==> src/rtl/cache_ctrl_2wsa_if.sv <==
`default_nettype none
// ============================================================================
// Module   : cache_ctrl_2wsa_if
// Brief    : CPU, main-memory and data-array signals of the 2-way cache ctrl.
// Revision : 1.0 - initial release
// ============================================================================
interface cache_ctrl_2wsa_if #(
    parameter int ADDR_W  = 9,
    parameter int INDEX_W = 4
);
    logic [ADDR_W-1:0]  addr_cpu;
    logic               rd_cpu;
    logic               wr_cpu;
    logic               stall_cpu;
    logic               done_cpu;
    logic               hit_cpu;
    logic [ADDR_W-1:0]  addr_mem;
    logic [1:0]         mem_byte;
    logic               rd_mem;
    logic               wr_mem;
    logic               ready_mem;
    logic [INDEX_W-1:0] arr_index;
    logic               arr_way;
    logic               arr_we;
    logic [3:0]         arr_byte_en;
    logic               arr_src;

    // Controller side: serves the CPU, masters memory and data array.
    modport slave (
        input  addr_cpu, rd_cpu, wr_cpu, ready_mem,
        output stall_cpu, done_cpu, hit_cpu, addr_mem, mem_byte, rd_mem, wr_mem,
               arr_index, arr_way, arr_we, arr_byte_en, arr_src
    );

    // Environment side: CPU, memory and data array models.
    modport master (
        output addr_cpu, rd_cpu, wr_cpu, ready_mem,
        input  stall_cpu, done_cpu, hit_cpu, addr_mem, mem_byte, rd_mem, wr_mem,
               arr_index, arr_way, arr_we, arr_byte_en, arr_src
    );
endinterface
`default_nettype wire

==> src/rtl/cache_ctrl_2wsa.sv <==
`default_nettype none
// ============================================================================
// Module   : cache_ctrl_2wsa
// Brief    : 2-way set-associative cache sequencer: lookup, LRU victim pick,
//            byte-wise write-back and refill over a byte-wide memory port.
// Revision : 1.0 - initial release
// ============================================================================
module cache_ctrl_2wsa #(
    parameter int ADDR_W  = 9,
    parameter int INDEX_W = 4
) (
    input  wire logic          clock,
    input  wire logic          reset_n,
    cache_ctrl_2wsa_if.slave   bus
);
    localparam int TAG_W = ADDR_W - INDEX_W;
    localparam int SETS  = 1 << INDEX_W;

    localparam logic [2:0] S_IDLE    = 3'd0;
    localparam logic [2:0] S_COMPARE = 3'd1;
    localparam logic [2:0] S_WB      = 3'd2;
    localparam logic [2:0] S_RF      = 3'd3;
    localparam logic [2:0] S_DONE    = 3'd4;
    localparam logic [2:0] S_RELEASE = 3'd5;

    logic [2:0]         r_state;
    logic [TAG_W-1:0]   r_tag;
    logic [INDEX_W-1:0] r_index;
    logic               r_wr;
    logic               r_victim;
    logic               r_hit;
    logic               r_first;
    logic [1:0]         r_byte;

    logic [TAG_W-1:0]   r_tags  [SETS][2];
    logic [1:0]         r_valid [SETS];
    logic [1:0]         r_dirty [SETS];
    logic [SETS-1:0]    r_lru;

    logic [1:0] w_valid;
    logic [1:0] w_dirty;
    logic [1:0] w_match;
    logic       w_hit;
    logic       w_hit_way;
    logic       w_victim;
    logic       w_last;
    logic       w_we_cmp;
    logic       w_we_rf;

    assign w_valid    = r_valid[r_index];
    assign w_dirty    = r_dirty[r_index];
    assign w_match[0] = w_valid[0] && (r_tags[r_index][0] == r_tag);
    assign w_match[1] = w_valid[1] && (r_tags[r_index][1] == r_tag);
    assign w_hit      = |w_match;
    assign w_hit_way  = w_match[1];
    // Fill empty ways first so a valid line is only evicted when the set is full.
    assign w_victim   = !w_valid[0] ? 1'b0 : (!w_valid[1] ? 1'b1 : r_lru[r_index]);
    assign w_last     = (r_byte == 2'd3);
    assign w_we_cmp   = (r_state == S_COMPARE) && w_hit && r_wr;
    assign w_we_rf    = (r_state == S_RF) && bus.ready_mem;

    assign bus.stall_cpu   = ((r_state == S_IDLE) && (bus.rd_cpu || bus.wr_cpu)) ||
                             (r_state == S_COMPARE) || (r_state == S_WB) || (r_state == S_RF);
    assign bus.done_cpu    = (r_state == S_DONE);
    assign bus.hit_cpu     = (r_state == S_DONE) && r_hit;
    assign bus.rd_mem      = (r_state == S_RF);
    assign bus.wr_mem      = (r_state == S_WB);
    assign bus.addr_mem    = (r_state == S_WB) ? {r_tags[r_index][r_victim], r_index} :
                             (r_state == S_RF) ? {r_tag, r_index} : '0;
    assign bus.mem_byte    = r_byte;
    assign bus.arr_index   = r_index;
    assign bus.arr_way     = (r_state == S_COMPARE) ? w_hit_way :
                             (r_state == S_RF)      ? r_victim  : 1'b0;
    assign bus.arr_we      = w_we_cmp || w_we_rf;
    assign bus.arr_byte_en = w_we_cmp ? 4'hF : (w_we_rf ? (4'b0001 << r_byte) : 4'h0);
    assign bus.arr_src     = w_we_rf;

    always_ff @(posedge clock or negedge reset_n) begin
        if (!reset_n) begin
            r_state  <= S_IDLE;
            r_tag    <= '0;
            r_index  <= '0;
            r_wr     <= 1'b0;
            r_victim <= 1'b0;
            r_hit    <= 1'b0;
            r_first  <= 1'b0;
            r_byte   <= 2'd0;
            r_lru    <= '0;
            for (int s = 0; s < SETS; s++) begin
                r_valid[s]   <= 2'b00;
                r_dirty[s]   <= 2'b00;
                r_tags[s][0] <= '0;
                r_tags[s][1] <= '0;
            end
        end else begin
            case (r_state)
                S_IDLE: begin
                    if (bus.rd_cpu || bus.wr_cpu) begin
                        r_tag   <= bus.addr_cpu[ADDR_W-1:INDEX_W];
                        r_index <= bus.addr_cpu[INDEX_W-1:0];
                        r_wr    <= !bus.rd_cpu;
                        r_first <= 1'b1;
                        r_state <= S_COMPARE;
                    end
                end
                S_COMPARE: begin
                    r_first <= 1'b0;
                    if (r_first) begin
                        r_hit <= w_hit;
                    end
                    if (w_hit) begin
                        r_lru[r_index] <= ~w_hit_way;
                        if (r_wr) begin
                            r_dirty[r_index][w_hit_way] <= 1'b1;
                        end
                        r_state <= S_DONE;
                    end else begin
                        r_victim <= w_victim;
                        if (w_valid[w_victim] && w_dirty[w_victim]) begin
                            r_state <= S_WB;
                        end else begin
                            // Line content is about to be overwritten byte by byte.
                            r_valid[r_index][w_victim] <= 1'b0;
                            r_state <= S_RF;
                        end
                    end
                end
                S_WB: begin
                    if (bus.ready_mem) begin
                        r_byte <= r_byte + 2'd1;
                        if (w_last) begin
                            r_dirty[r_index][r_victim] <= 1'b0;
                            r_valid[r_index][r_victim] <= 1'b0;
                            r_state <= S_RF;
                        end
                    end
                end
                S_RF: begin
                    if (bus.ready_mem) begin
                        r_byte <= r_byte + 2'd1;
                        if (w_last) begin
                            r_tags[r_index][r_victim]  <= r_tag;
                            r_valid[r_index][r_victim] <= 1'b1;
                            r_dirty[r_index][r_victim] <= 1'b0;
                            r_state <= S_COMPARE;
                        end
                    end
                end
                S_DONE: begin
                    r_state <= S_RELEASE;
                end
                S_RELEASE: begin
                    if (!bus.rd_cpu && !bus.wr_cpu) begin
                        r_state <= S_IDLE;
                    end
                end
                default: begin
                    r_state <= S_IDLE;
                end
            endcase
        end
    end
endmodule
`default_nettype wire

==> src/flat_wrapper.sv <==
// flat-port wrapper written by rule: the top's interface ports become plain ports
module cache_ctrl_2wsa_flat 
#(
    parameter int ADDR_W  = 9,
    parameter int INDEX_W = 4
)
  (clock, reset_n, bus_addr_cpu, bus_rd_cpu, bus_wr_cpu, bus_ready_mem, bus_stall_cpu, bus_done_cpu, bus_hit_cpu, bus_addr_mem, bus_mem_byte, bus_rd_mem, bus_wr_mem, bus_arr_index, bus_arr_way, bus_arr_we, bus_arr_byte_en, bus_arr_src);
  cache_ctrl_2wsa_if #(.ADDR_W(ADDR_W), .INDEX_W(INDEX_W)) bus_i ();
  input  wire logic clock;
  input  wire logic reset_n;
  input wire logic [$bits(bus_i.addr_cpu)-1:0] bus_addr_cpu;
  input wire logic [$bits(bus_i.rd_cpu)-1:0] bus_rd_cpu;
  input wire logic [$bits(bus_i.wr_cpu)-1:0] bus_wr_cpu;
  input wire logic [$bits(bus_i.ready_mem)-1:0] bus_ready_mem;
  output wire logic [$bits(bus_i.stall_cpu)-1:0] bus_stall_cpu;
  output wire logic [$bits(bus_i.done_cpu)-1:0] bus_done_cpu;
  output wire logic [$bits(bus_i.hit_cpu)-1:0] bus_hit_cpu;
  output wire logic [$bits(bus_i.addr_mem)-1:0] bus_addr_mem;
  output wire logic [$bits(bus_i.mem_byte)-1:0] bus_mem_byte;
  output wire logic [$bits(bus_i.rd_mem)-1:0] bus_rd_mem;
  output wire logic [$bits(bus_i.wr_mem)-1:0] bus_wr_mem;
  output wire logic [$bits(bus_i.arr_index)-1:0] bus_arr_index;
  output wire logic [$bits(bus_i.arr_way)-1:0] bus_arr_way;
  output wire logic [$bits(bus_i.arr_we)-1:0] bus_arr_we;
  output wire logic [$bits(bus_i.arr_byte_en)-1:0] bus_arr_byte_en;
  output wire logic [$bits(bus_i.arr_src)-1:0] bus_arr_src;
  assign bus_i.addr_cpu = bus_addr_cpu;
  assign bus_i.rd_cpu = bus_rd_cpu;
  assign bus_i.wr_cpu = bus_wr_cpu;
  assign bus_i.ready_mem = bus_ready_mem;
  assign bus_stall_cpu = bus_i.stall_cpu;
  assign bus_done_cpu = bus_i.done_cpu;
  assign bus_hit_cpu = bus_i.hit_cpu;
  assign bus_addr_mem = bus_i.addr_mem;
  assign bus_mem_byte = bus_i.mem_byte;
  assign bus_rd_mem = bus_i.rd_mem;
  assign bus_wr_mem = bus_i.wr_mem;
  assign bus_arr_index = bus_i.arr_index;
  assign bus_arr_way = bus_i.arr_way;
  assign bus_arr_we = bus_i.arr_we;
  assign bus_arr_byte_en = bus_i.arr_byte_en;
  assign bus_arr_src = bus_i.arr_src;
  cache_ctrl_2wsa #(.ADDR_W(ADDR_W), .INDEX_W(INDEX_W)) u_core (.clock(clock), .reset_n(reset_n), .bus(bus_i));
endmodule
==> config.mk <==
export PLATFORM = sky130hd
export DESIGN_NAME = cache_ctrl_2wsa_flat
export DESIGN_NICKNAME = d
export VERILOG_FILES = /design/src/rtl/cache_ctrl_2wsa_if.sv /design/src/rtl/cache_ctrl_2wsa.sv /design/src/flat_wrapper.sv
export SDC_FILE = /design/constraint.sdc
export NUM_CORES = 1
export LEC_CHECK = 0
export ABC_CLOCK_PERIOD_IN_PS = 7600
export CORE_ASPECT_RATIO = 0.75
export CORE_MARGIN = 2
export CORE_UTILIZATION = 60
export CTS_BUF_LIST = sky130_fd_sc_hd__clkbuf_8
export DETAILED_ROUTE_END_ITERATION = 10
export PLACE_DENSITY = 0.8
export SLEW_MARGIN = 25
export SYNTH_ARGS = -nofsm -noshare
export SYNTH_HDL_FRONTEND = slang
export SYNTH_SLANG_ARGS = --single-unit
==> constraint.sdc <==
create_clock -name clock -period 7.6 [get_ports clock]
set_clock_uncertainty 0.1 [all_clocks]
set_input_delay 1.14 -clock clock [delete_from_list [all_inputs] [get_ports clock]]
set_output_delay 1.14 -clock clock [all_outputs]
set_load 0.01 [all_outputs]
==> results.toml <==
[routing]
drtIter0Drc = 938
antenna_left = 0
finalWirelength_mm = 32.4
post-route-drc-count = 0
post_drt_wl_per_cell_um = 23.5
via_count = 8855
vias_per_cell = 6.43
detail_route.first_pass.iterations = 7

[clock_network]
cts_root_buffer = "clkbuf_8"
post_cts_buffers = 0
cts_buffers = 40
cts.repair.resized = 0
path_clk_slew_ns = 0.07
clock_path_buffers = 3
cts_sinks = 258
cts_tree = "done"
htree_levels = 2
clk_latency_ns = 0.56
cts_hold_buf = 0

[timing]
period_minus_slack_ns = 6.24
slew-limit-headroom_pct = 31.4
min_period_over_period_pct = 82.1
finalSetupTns_ns = 0
rsz0062_at_grt = "false"
max_freq_mhz = 160
whs_ns = 0.384
hold_viol = 0
tightest_slew_ns = 1.03
drv_slew = 0
setup_viol = 0

[setup_path]
reg2reg_depth = 8
path_buf_inv = 3
r2r_setup_slack_ns = 3.23
timing.rr.end = "u_core.r_valid[17]"
crit_chain = "buf_4 > nor2_1 > buf_4 > a22oi_1 > o221ai_1 > xnor2_1 > or4_4 > a21oi_4 > nand2_1 > nand2_1 > clkdlybuf4s50_1"
critical-path-max-stage-delay_ns = 0.94
critPathTopFamily = "buffers and inverters"
critPathCaptureType = "primary output"
crit_type = "register to primary output"
crit_path_start_kind = "register"
worstPathRequired_ns = 6.36
cp_slowest_cell = "dfrtp_4"
worst-endpoint-arrival_ns = 5.00
cp_max_fo = 47
r2r_start = "u_core.bus.arr_index[0]"

[grt]
use_met3_pct = 6.28
grt_pass1_wl_mm = 49.7
grt_util_met2_pct = 43.5
grt_pass1_vias = 8461
grt.busiest_layer = "met2"
antenna_found_initial = 0
grt.met1_usage_pct = 42.9
track_usage_pct = 28.9
grt_max_degree = 196
overflow = 0

[synth]
ys_dominant_reg_cell = "dfrtp_1"
synthArstFlopShare_pct = 100
syn_avg_cell_area_um2 = 12.4
synth_cell_types = 55
synth_top_family_by_area = "multiplexers"
yosysWarnings = 0
syn_area_um2 = 12900
synth-adder-area-share_pct = 0.389
synth_edf_count = 0
synth_xor_area_share_pct = 1.09
synth.top_cell.area_share_pct = 50.2
muxShareOfSynthArea_pct = 27.7
synth-seq-cells = 258
synth_compound_area_share_pct = 10.6
yosys.area.top_type = "dfrtp_1"
seq_area_frac_synth_pct = 50.2
synth_simple_gate_area_share_pct = 6.04
synthTopCellsByArea = "dfrtp_1 (50%), mux2_2 (17%), mux4_2 (7.0%)"
synthCells = 1034
syn-num-nets = 1052

[layout]
final_cell_mix = "dfrtp_1 (255), mux2_2 (191), o21ai_0 (74)"
final_util_pct = 67.6
synthToLayoutAreaGrowth_pct = 10.8
drive_gt1_share_pct = 30.3
layout_commonest_cell = "dfrtp_1"
nNetsFinal = 1080
design_area_um2 = 14200
diodes = 0

[worst_hold_path]
min_to = "u_core.r_hit"
hold_class = "register to register"
hold_depth = 1
hp-start = "u_core.r_first"

[power]
vdd_ir_drop_max_uv = 411
total_power_mw = 5.33
leakage_nw = 6.61
p_per_area_nw_per_um2 = 374

[floorplan]
fp.dieW_um = 173
io_pins = 41
start_util_pct = 61.0
rows = 46
die_h_um = 131
fp.dieArea_um2 = 22600
coreArea_um2 = 21100

[job]
drv_cap = 0

[placement]
hpwl_mm = 21.1
port_buffers = 40
place_area_um2 = 13400
routabilityCongestion = 0.843

[outcome]
outcome = "complete, no violations"
-- layout make-up --
class | instances | area [um2]
clock inverter | 18 | 111
multi-input combinational | 668 | 5900
clock buffer | 51 | 702
inverter | 36 | 135
sequential | 258 | 6460
tap | 288 | 360
fill | 1551 | 6820
timing repair buffer | 58 | 573
-- state kept, by name, indices dropped and copies added (netlist names) --
register and count:
u_core.r_first 1, u_core.r_state 3, u_core.r_tags 160, u_core.bus.arr_index 4, u_core.bus.mem_byte 2, u_core.r_wr 1
u_core.r_hit 1, u_core.r_victim 1, u_core.r_tag 5, u_core.r_valid 32, u_core.r_lru 16, u_core.r_dirty 32
-- where the power goes --
group	leakage [nW]	internal [mW]	switching (mW)
combinational	2.91	0.945	1.14
clock	0.472	0.637	0.550
sequential	3.23	1.71	0.358
-- worst max path at each step --
stage                                        from  depth (start not counted)            endpoint
final                     u_core.bus.arr_index[0]                         11         bus_arr_way
after CTS                 u_core.bus.arr_index[0]                         11         bus_arr_way
after detailed placement  u_core.bus.arr_index[0]                         11         bus_arr_way
after floorplan           u_core.bus.arr_index[0]                          9  bus_arr_byte_en[0]
after global routing      u_core.bus.arr_index[0]                         11         bus_arr_way
after global placement    u_core.bus.arr_index[0]                         11         bus_arr_way
-- synthesized netlist by cell type, types with 3 or more instances --
master / n
dfrtp_1: 258
mux2_2: 191
o21ai_0: 74
nand2_1: 69
nor2_1: 47
clkbuf_1: 44
mux4_2: 40
inv_1: 36
mux2i_1: 30
a21oi_1: 29
a31oi_1: 20
o211ai_1: 17
nand3_1: 15
buf_2: 14
a22oi_1: 10
o21ai_1: 10
o21ai_2: 10
xnor2_1: 10
buf_6: 8
mux4_1: 8
nand2b_1: 8
nor2b_1: 8
a41o_1: 7
o21a_1: 7
and2_1: 6
nor3_1: 6
xor2_1: 6
a22o_1: 4
buf_4: 4
ha_1: 4
o221ai_1: 3
o22ai_1: 3
-- stage by stage --
step / instances / setup WS (ns)
2_1_floorplan: 1034 / 3.48
3_3_place_gp: 1307 / 2.07
3_5_place_dp: 1307 / 1.97
4_1_cts: 1376 / 1.37
5_1_grt: 1377 / 0.982
6_report: 1377 / 1.36
-- kinds of logic after synthesis --
| logic type | after synthesis |
|---|---|
| DFF | 258 |
| buffers and inverters | 108 |
| and+or+nand+nor | 170 |
| adders and majority gates | 4 |
| muxes | 269 |
| AOI/OAI and AO/OA | 209 |
| xor gates and xnor gates | 16 |
-- layer usage --
metal	vias to the layer above	share of wire (%)
met5	-	0
met4	0	2.7
met3	82	9.6
met2	476	44
met1	4460	44
li1	3837	-
(Power assumes the default switching activity.)
